===== config.mk =====
export PLATFORM = sky130hd
export DESIGN_NAME = display_scan_ctrl
export DESIGN_NICKNAME = d
export VERILOG_FILES = /design/src/rtl/display_scan_ctrl.sv
export SDC_FILE = /design/constraint.sdc
export NUM_CORES = 1
export LEC_CHECK = 0
export ABC_CLOCK_PERIOD_IN_PS = 5400
export BUFFER_PORTS_ARGS = -buffer_cell sky130_fd_sc_hd__buf_2
export CORE_MARGIN = 2
export CORE_UTILIZATION = 55
export DETAILED_ROUTE_END_ITERATION = 16
export HOLD_SLACK_MARGIN = 0.12
export MAX_ROUTING_LAYER = met4
export PLACE_DENSITY = 0.87
export SETUP_SLACK_MARGIN = 0.1
export SYNTH_ARGS = -nofsm -noshare
export SYNTH_HDL_FRONTEND = slang
export SYNTH_SLANG_ARGS = --single-unit

===== constraint.sdc =====
create_clock -name Clk -period 5.4 [get_ports Clk]
set_clock_uncertainty 0.05 [all_clocks]
set_input_delay 0.81 -clock Clk [delete_from_list [all_inputs] [get_ports Clk]]
set_output_delay 0.81 -clock Clk [all_outputs]
set_load 0.02 [all_outputs]

===== src/rtl/display_scan_ctrl.sv =====
// Time-multiplexed scan controller for an NDIG-digit common-anode 7-segment display.
// Holds a double-buffered BCD frame and presents one digit per slot, with dead time and leading-zero blanking.
module display_scan_ctrl #(
    parameter int NDIG     = 4,
    parameter int PRESCALE = 50000,
    parameter int DEAD     = 8
) (
    input  logic              Clk,
    input  logic              Reset,
    input  logic              Enable,
    input  logic              Load,
    input  logic [4*NDIG-1:0] BcdIn,
    input  logic              BlankLZ,
    output logic [3:0]        BcdOut,
    output logic [NDIG-1:0]   DigSel,
    output logic              FrameTick
);

    localparam int PW = (PRESCALE > 1) ? $clog2(PRESCALE) : 1;
    localparam int DW = (DEAD > 0) ? $clog2(DEAD + 1) : 1;
    localparam int IW = $clog2(NDIG);

    localparam logic [PW-1:0] PCNT_MAX  = PW'(PRESCALE - 1);
    localparam logic [DW-1:0] DCNT_LOAD = DW'(DEAD);
    localparam logic [IW-1:0] IDX_MAX   = IW'(NDIG - 1);

    logic [PW-1:0]      pcnt_q, pcnt_d;
    logic [IW-1:0]      idx_q, idx_d;
    logic [DW-1:0]      dcnt_q, dcnt_d;
    logic [4*NDIG-1:0]  pend_q, pend_d;
    logic               pend_v_q, pend_v_d;
    logic [4*NDIG-1:0]  disp_q, disp_d;
    logic               frame_tick_q, frame_tick_d;

    logic               tick;
    logic               dark;
    logic               blank_lz;
    logic               all_zero;
    logic [NDIG-1:0]    zero_from;
    logic [3:0]         cur_digit;

    assign tick = Enable && (pcnt_q == PCNT_MAX);

    always_comb begin
        pcnt_d       = pcnt_q;
        idx_d        = idx_q;
        dcnt_d       = dcnt_q;
        pend_d       = pend_q;
        pend_v_d     = pend_v_q;
        disp_d       = disp_q;
        frame_tick_d = 1'b0;

        if (Enable) begin
            if (tick) begin
                pcnt_d = '0;
                idx_d  = (idx_q == IDX_MAX) ? '0 : idx_q + 1'b1;
                dcnt_d = DCNT_LOAD;
            end else begin
                pcnt_d = pcnt_q + 1'b1;
                if (dcnt_q != '0) begin
                    dcnt_d = dcnt_q - 1'b1;
                end
            end
        end

        if (Load) begin
            pend_d   = BcdIn;
            pend_v_d = 1'b1;
        end

        // A Load coinciding with the swap keeps pend_v set so the new data shows one frame later.
        if (tick && (idx_q == IDX_MAX) && pend_v_q) begin
            disp_d       = pend_q;
            frame_tick_d = 1'b1;
            if (!Load) begin
                pend_v_d = 1'b0;
            end
        end
    end

    always_ff @(posedge Clk) begin
        if (Reset) begin
            pcnt_q       <= '0;
            idx_q        <= '0;
            dcnt_q       <= '0;
            pend_q       <= '0;
            pend_v_q     <= 1'b0;
            disp_q       <= '0;
            frame_tick_q <= 1'b0;
        end else begin
            pcnt_q       <= pcnt_d;
            idx_q        <= idx_d;
            dcnt_q       <= dcnt_d;
            pend_q       <= pend_d;
            pend_v_q     <= pend_v_d;
            disp_q       <= disp_d;
            frame_tick_q <= frame_tick_d;
        end
    end

    // zero_from[k] is set when every digit from the top down to k is zero.
    always_comb begin
        all_zero  = 1'b1;
        zero_from = '0;
        for (int k = NDIG - 1; k >= 0; k--) begin
            all_zero     = all_zero && (disp_q[4*k +: 4] == 4'd0);
            zero_from[k] = all_zero;
        end
    end

    assign cur_digit = disp_q[4*int'(idx_q) +: 4];
    assign blank_lz  = BlankLZ && (idx_q != '0) && zero_from[idx_q];
    assign dark      = !Enable || (dcnt_q != '0);

    always_comb begin
        DigSel = '1;
        if (!dark) begin
            DigSel[idx_q] = 1'b0;
        end
    end

    assign BcdOut    = (dark || blank_lz) ? 4'hF : cur_digit;
    assign FrameTick = frame_tick_q;

endmodule


==> metrics.yaml, run 1 <==
drc: 0
ant_nets: 0
start_kind: "input port"
synth-async-reset-ratio_pct: 0
insertedDiodeCount: 0
multi_input_area_um2: 1340
start_util_pct: 56.0
layout.nets: 327
r2r_start: "pcnt_q[0]$_SDFFE_PP0P_"
synth_edf_count: 0
crit_fanout: 18
drtIter0Drc: 155
cts_tree: "done"
routedWlPerCell_um: 14.8
yosysSeqAreaShare_pct: 43.0
power_density_nw_per_um2: 293
die_h_um: 72.9
cts_setup_buffers: 0
max_stage_delay_ns: 0.63
ios: 30
place_hpwl_mm: 3.56
fin_crit_ns: 3.00
yosys.area.top_type_share_pct: 43.0
crit_type: "input port to primary output"
reg2reg_to: "pcnt_q[10]$_SDFFE_PP0P_"
relSlewSlack_pct: 37.9
n_fill_cell: 391
vdd_drop_max_v: 0.000122
clockBufferDepth: 2
slew_violations: 0
grt_pass1_wl_mm: 8.74
path_clk_slew_ns: 0.10
syn_inst: 285
finalCritPeriodShare_pct: 55.6
clk-insertion-delay-late_ns: 0.31
layout_commonest_cell: "dfxtp_1"
core-area_um2: 4660
p_leak_nw: 1.02
grt_pass1_vias: 1944
area_growth_pct: 6.95
wirelength_mm: 5.24
synth_top_area_cell: "dfxtp_1"
finalPower_uw: 819
crit_path_start: "Enable"
cts_inserted_buffers: 5
seqCellArea_um2: 1120
dr.pass1.iters: 4
synth.avg_cell_area_um2: 9.16
layout_common_cells: "dfxtp_1 (56), nor2_1 (33), buf_2 (29)"
synth_flop_cell: "dfxtp_1"
synth.area.top_cells: "dfxtp_1 (43%), mux2i_1 (6.1%), nand4_1 (5.8%), nor2_1 (4.7%), a21oi_1 (4.4%)"
holdBufCountCts: 0
drive_above_1_share_pct: 15.3
status: "finished, final reports clean"
grt_start_max_net_pins: 44
tightestPinTransition_ns: 0.926
place_congestion: 0.913
r2r_cells: 5
ctsResizeCount: 0
crit_cells: 5
vias_per_cell: 5.96
arrival_ns: 2.14
crit_family: "simple AND/OR/NAND/NOR gates"
antenna_found_initial: 0
std_cell_rows: 25
grtUsageTotal_pct: 21.4
finalHoldViolCount: 0
max_freq_ghz: 0.333
path_cells: "buf_2 -> nand2_1 -> nor3_1 -> nand3b_1 -> buf_2"
end_kind: "primary output"
cap_violations: 0
cp.required_ns: 4.54
root_buffer: "clkbuf_8"
synth_cell_types: 35
dieArea_um2: 5310
cpMostUsedCell: "buf_2"
cp-endpoint: "BcdOut[3]"
hold_class: "register to register"
setup_violations: 0
setup_tns_ns: 0
ys_ff_latch: 56
grt.overflow.total: 0
synth_fp_nets: 312
io_buffers: 29
crit_path_top_delay_cell: "nor3_1"
vias: 2116
h-tree-depth: 2
rrSetupSlack_ns: 2.60
syn-cell-area_um2: 2610
cts_sinks: 56
die_w_um: 72.9
critPathBufInv: 2
ys_warn_count: 0
rsz0062_at_grt: "false"
[sequential cells by signal, summed over array words and instances (netlist names)]
name       flops
pend_v_q       1
FrameTick      1
dcnt_q         4
pcnt_q        16
disp_q        16
idx_q          2
pend_q        16
[Yosys cell counts, drive strengths merged, types with 2 or more instances]
library cell,number
nor3b,2
nand4,25
nand3b,6
mux4,4
a21oi,23
or4b,2
buf,8
xor2,5
nand3,4
a31oi,2
nor3,5
nand2,16
nor4bb,2
mux2i,16
inv,7
nand4b,2
clkbuf,13
o21ai,18
xnor2,9
nor4,8
nand2b,5
dfxtp,56
nor2,33
ha,6
[worst min-delay path by stage]
| stage | start | endpoint | slack (ns) | depth (start not counted) |
|---|---|---|---|---|
| 3_5_place_dp | pend_q[3]$_SDFFE_PP0P_ | disp_q[3]$_SDFFE_PP0P_ | 0.42 | 2 |
| 2_1_floorplan | pend_q[0]$_SDFFE_PP0P_ | disp_q[0]$_SDFFE_PP0P_ | 0.40 | 2 |
| 3_3_place_gp | pend_q[6]$_SDFFE_PP0P_ | disp_q[6]$_SDFFE_PP0P_ | 0.40 | 2 |
| 5_1_grt | pend_q[6]$_SDFFE_PP0P_ | disp_q[6]$_SDFFE_PP0P_ | 0.45 | 2 |
| 4_1_cts | pend_q[11]$_SDFFE_PP0P_ | disp_q[11]$_SDFFE_PP0P_ | 0.43 | 2 |
| 6_report | pend_q[6]$_SDFFE_PP0P_ | disp_q[6]$_SDFFE_PP0P_ | 0.43 | 2 |
[cells by family (layout without fill, tap and decap cells)]
family | count (synthesis) | after routing | share of synthesized area, %
buf+inv | 28 | 44 | 5.70
simple gates | 116 | 116 | 25.2
compound gates | 45 | 45 | 9.01
xor+xnor | 14 | 14 | 4.70
fa+ha+maj | 6 | 6 | 2.88
mux | 20 | 20 | 9.59
flops | 56 | 56 | 43.0
[layout make-up]
cell class	instances	share of cell area [%]
clock buffers	5	2.47
clock inverters	3	0.807
inverters	7	0.941
multi-input cells	201	48.0
flip-flops and latches	56	40.2
well taps	54	2.42
repair buffers	29	5.20
[through the flow]
step | util, % | instances | setup slack (ns) | cell area (um2) | hold WS [ns]
after global routing | 59.9 | 355 | 2.23 | 2790 | 0.449
after detailed placement | 57.9 | 347 | 2.36 | 2700 | 0.417
after floorplan | - | 285 | 2.74 | 2610 | 0.396
after global placement | 57.9 | 347 | 2.41 | 2700 | 0.405
final | 59.9 | 355 | 2.40 | 2790 | 0.428
after CTS | 59.9 | 355 | 2.38 | 2790 | 0.427
[where the power goes]
part	switching [mW]	internal (mW)
Clock	0.141	0.0933
Sequential	0.0192	0.430
Combinational	0.0820	0.0536
Total	0.242	0.577
[worst min-delay path, stage by stage (launching register included)]
cell and delay (ns):
dfxtp_1 0.33, nand4_1 0.06, a21oi_1 0.05
[per-layer routing]
layer | global-route usage (%) | share of wire, % | vias up
li1 | - | - | 1052
met4 | 6.79 | 1.3 | 0
met5 | - | 0 | -
met1 | 28.1 | 46 | 995
met2 | 33.2 | 47 | 59
met3 | 4.28 | 5.9 | 10
Power figures use the tool's default switching activity.
==> inputs of run 2 (changes only) <==
--- a/config.mk
+++ b/config.mk
@@ -5,14 +5,14 @@
 export SDC_FILE = /design/constraint.sdc
 export NUM_CORES = 1
 export LEC_CHECK = 0
-export ABC_CLOCK_PERIOD_IN_PS = 5400
+export ABC_CLOCK_PERIOD_IN_PS = 2500
 export BUFFER_PORTS_ARGS = -buffer_cell sky130_fd_sc_hd__buf_2
 export CORE_MARGIN = 2
-export CORE_UTILIZATION = 55
+export CORE_UTILIZATION = 52
 export DETAILED_ROUTE_END_ITERATION = 16
 export HOLD_SLACK_MARGIN = 0.12
 export MAX_ROUTING_LAYER = met4
-export PLACE_DENSITY = 0.87
+export PLACE_DENSITY = 0.86
 export SETUP_SLACK_MARGIN = 0.1
 export SYNTH_ARGS = -nofsm -noshare
 export SYNTH_HDL_FRONTEND = slang
==> constraint.sdc (replaced) <==
create_clock -name Clk -period 2.5 [get_ports Clk]
set_clock_uncertainty 0.05 [all_clocks]
set_input_delay 0.375 -clock Clk [delete_from_list [all_inputs] [get_ports Clk]]
set_output_delay 0.375 -clock Clk [all_outputs]
set_load 0.02 [all_outputs]
==> run 2 against run 1 <==
Global-route usage shrank 0.42 points. Register-to-register slack worse by 2.3 ns. Core utilization fell by 0.36 points. Highest routed layer unchanged.
==> metrics.yaml, run 2 (synthesis gave the netlist of run 1 again) <==
r2r_start: "pcnt_q[0]$_SDFFE_PP0P_"
layout.nets: 332  # +1.5%
finalCritPeriodShare_pct: 89.5
cap_violations: 0  # unchanged
hold_class: "input port to register"
vdd_drop_max_v: 0.000473  # +290%
drc: 0  # unchanged
hold_path_depth: 3  # +1
reg2reg_to: "dcnt_q[0]$_SDFFE_PP0P_"
routedWlPerCell_um: 14.4  # -2.6%
top_regs: "disp_q: 16 flops, pcnt_q: 16 flops, pend_q: 16 flops"
insertedDiodeCount: 0  # unchanged
fin_cells: 373  # +5.1%
grt_pass1_wl_mm: 8.88  # +1.6%
end_kind: "primary output"
root_buffer: "clkbuf_8"
max_freq_ghz: 0.447
power_density_nw_per_um2: 624  # +110%
core-area_um2: 4790  # +2.7%
dpl_cell_area_um2: 2750  # +2.0%
place_congestion: 0.895  # -2.0%
cts_sinks: 56  # unchanged
h-tree-depth: 2  # unchanged
place_hpwl_mm: 3.59  # +0.79%
arrival_ns: 1.81  # -0.33 ns
cts_inserted_buffers: 5  # unchanged
start_util_pct: 54.5  # -1.5 points
antenna_found_initial: 0  # unchanged
tightestPinTransition_ns: 0.770  # -0.157 ns
ant_nets: 0  # unchanged
dr.pass1.iters: 4  # unchanged
setup_violations: 0  # unchanged
fin_util_pct: 59.5  # -0.36 points
dp_cells: 365  # +5.2%
clockBufferDepth: 2  # unchanged
cp.required_ns: 2.08  # -2.46 ns
rsz0062_at_grt: "false"
ios: 30  # unchanged
finalHoldViolCount: 0  # unchanged
fin_crit_ns: 2.24
crit_type: "register to primary output"
holdBufCountCts: 0  # unchanged
n_fill_cell: 409  # +4.6%
layout_commonest_cell: "dfxtp_1"
cts_setup_buffers: 0  # unchanged
p_leak_nw: 1.04  # +1.7%
drive_above_1_share_pct: 17.3  # +2.0 points
grtUsageTotal_pct: 21.0  # -0.42 points
dieArea_um2: 5600  # +5.5%
relSlewSlack_pct: 48.7  # +11 points
slew_violations: 0  # unchanged
setup_tns_ns: 0  # unchanged
hold_end: "pend_q[11]$_SDFFE_PP0P_"
stdcell_area_um2: 2850  # +2.1%
min_from: "BcdIn[11]"
io_buffers: 29  # unchanged
vias_per_cell: 5.72  # -4.1%
cts_tree: "done"
fin_hold_ws_ns: 0.241  # -0.188 ns
wirelength_mm: 5.36  # +2.3%
grt_start_max_net_pins: 43  # -2.3%
status: "finished, final reports clean"
clk-insertion-delay-late_ns: 0.31  # about the same
path_clk_slew_ns: 0.10  # about the same
r2r_cells: 5  # unchanged
die_w_um: 74.8  # +2.7%
area_growth_pct: 9.16
start_kind: "register"
die_h_um: 74.8  # +2.7%
drtIter0Drc: 158  # +1.9%
vias: 2133  # +0.80%
layout_common_cells: "dfxtp_1 (54), nor2_1 (33), buf_2 (29)"
std_cell_rows: 25  # unchanged
grt.overflow.total: 0  # unchanged
crit_fanout: 11  # -7
rrSetupSlack_ns: 0.34  # -2.26 ns
grt_pass1_vias: 1938  # -0.31%
[run 2: cell types whose count changed in the layout (fill, tap and decap cells not counted), sizes merged]
cell and delta:
buf +5, clkinvlp +2, clkinv -1, inv -1
[run 2: report_power, final]
group	switching, mW	internal (mW)
combinational	0.185	0.127
sequential	0.0327	0.929
clock	0.305	0.199
[run 2: worst max-delay path: stages (launching register included)]
cell and delay [ns]:
dfxtp_2 0.48, inv_1 0.10, ha_1 0.22, nand3b_1 0.15
a211o_1 0.28, nand3b_1 0.10, buf_2 0.16
[run 2: area by class of cell]
class	count	area, um2	share of cell area [%]
multi-input combinational	201	1340	47.0
sequential	56	1120	39.4
timing repair buffer	34	183	6.41
tap	67	83.8	2.94
clock buffer	5	68.8	2.42
inverter	7	26.3	0.922
clock inverter	3	23.8	0.834
[run 2: repair_timing]
action | CTS | global route
pin swaps | 0 | 0
resized for setup | 1 | 1
endpoints found under the hold margin | 0 | 0
endpoints found under the setup margin | 4 | 2
gates cloned | 0 | 0
[run 2: per-stage QoR]
stage / total power, mW / worst slack, ns
finish: 1.78 / 0.263
floorplan: 1.19 / 0.471
global route: 1.85 / 0.132
CTS: 1.78 / 0.176
detailed placement: 1.29 / 0.380
global placement: 1.28 / 0.498
[run 2: how the worst max path moves through the flow]
stage | start | endpoint | slack [ns]
after detailed placement | pcnt_q[0]$_SDFFE_PP0P_ | dcnt_q[0]$_SDFFE_PP0P_ | 0.38
after global routing | idx_q[0]$_SDFFE_PP0P_ | BcdOut[1] | 0.13
after floorplan | idx_q[0]$_SDFFE_PP0P_ | BcdOut[2] | 0.47
after global placement | idx_q[0]$_SDFFE_PP0P_ | BcdOut[3] | 0.50
after CTS | idx_q[1]$_SDFFE_PP0P_ | BcdOut[0] | 0.18
final | idx_q[0]$_SDFFE_PP0P_ | BcdOut[0] | 0.26
[run 2: layer usage]
| metal | vias up | routed length (um) | GRT usage, % |
|---|---|---|---|
| met2 | 65 | 2510 | 31.6 |
| met3 | 9 | 298 | 3.61 |
| met1 | 1000 | 2480 | 28.6 |
| met5 | - | 0 | - |
| li1 | 1059 | - | - |
| met4 | 0 | 76 | 7.14 |
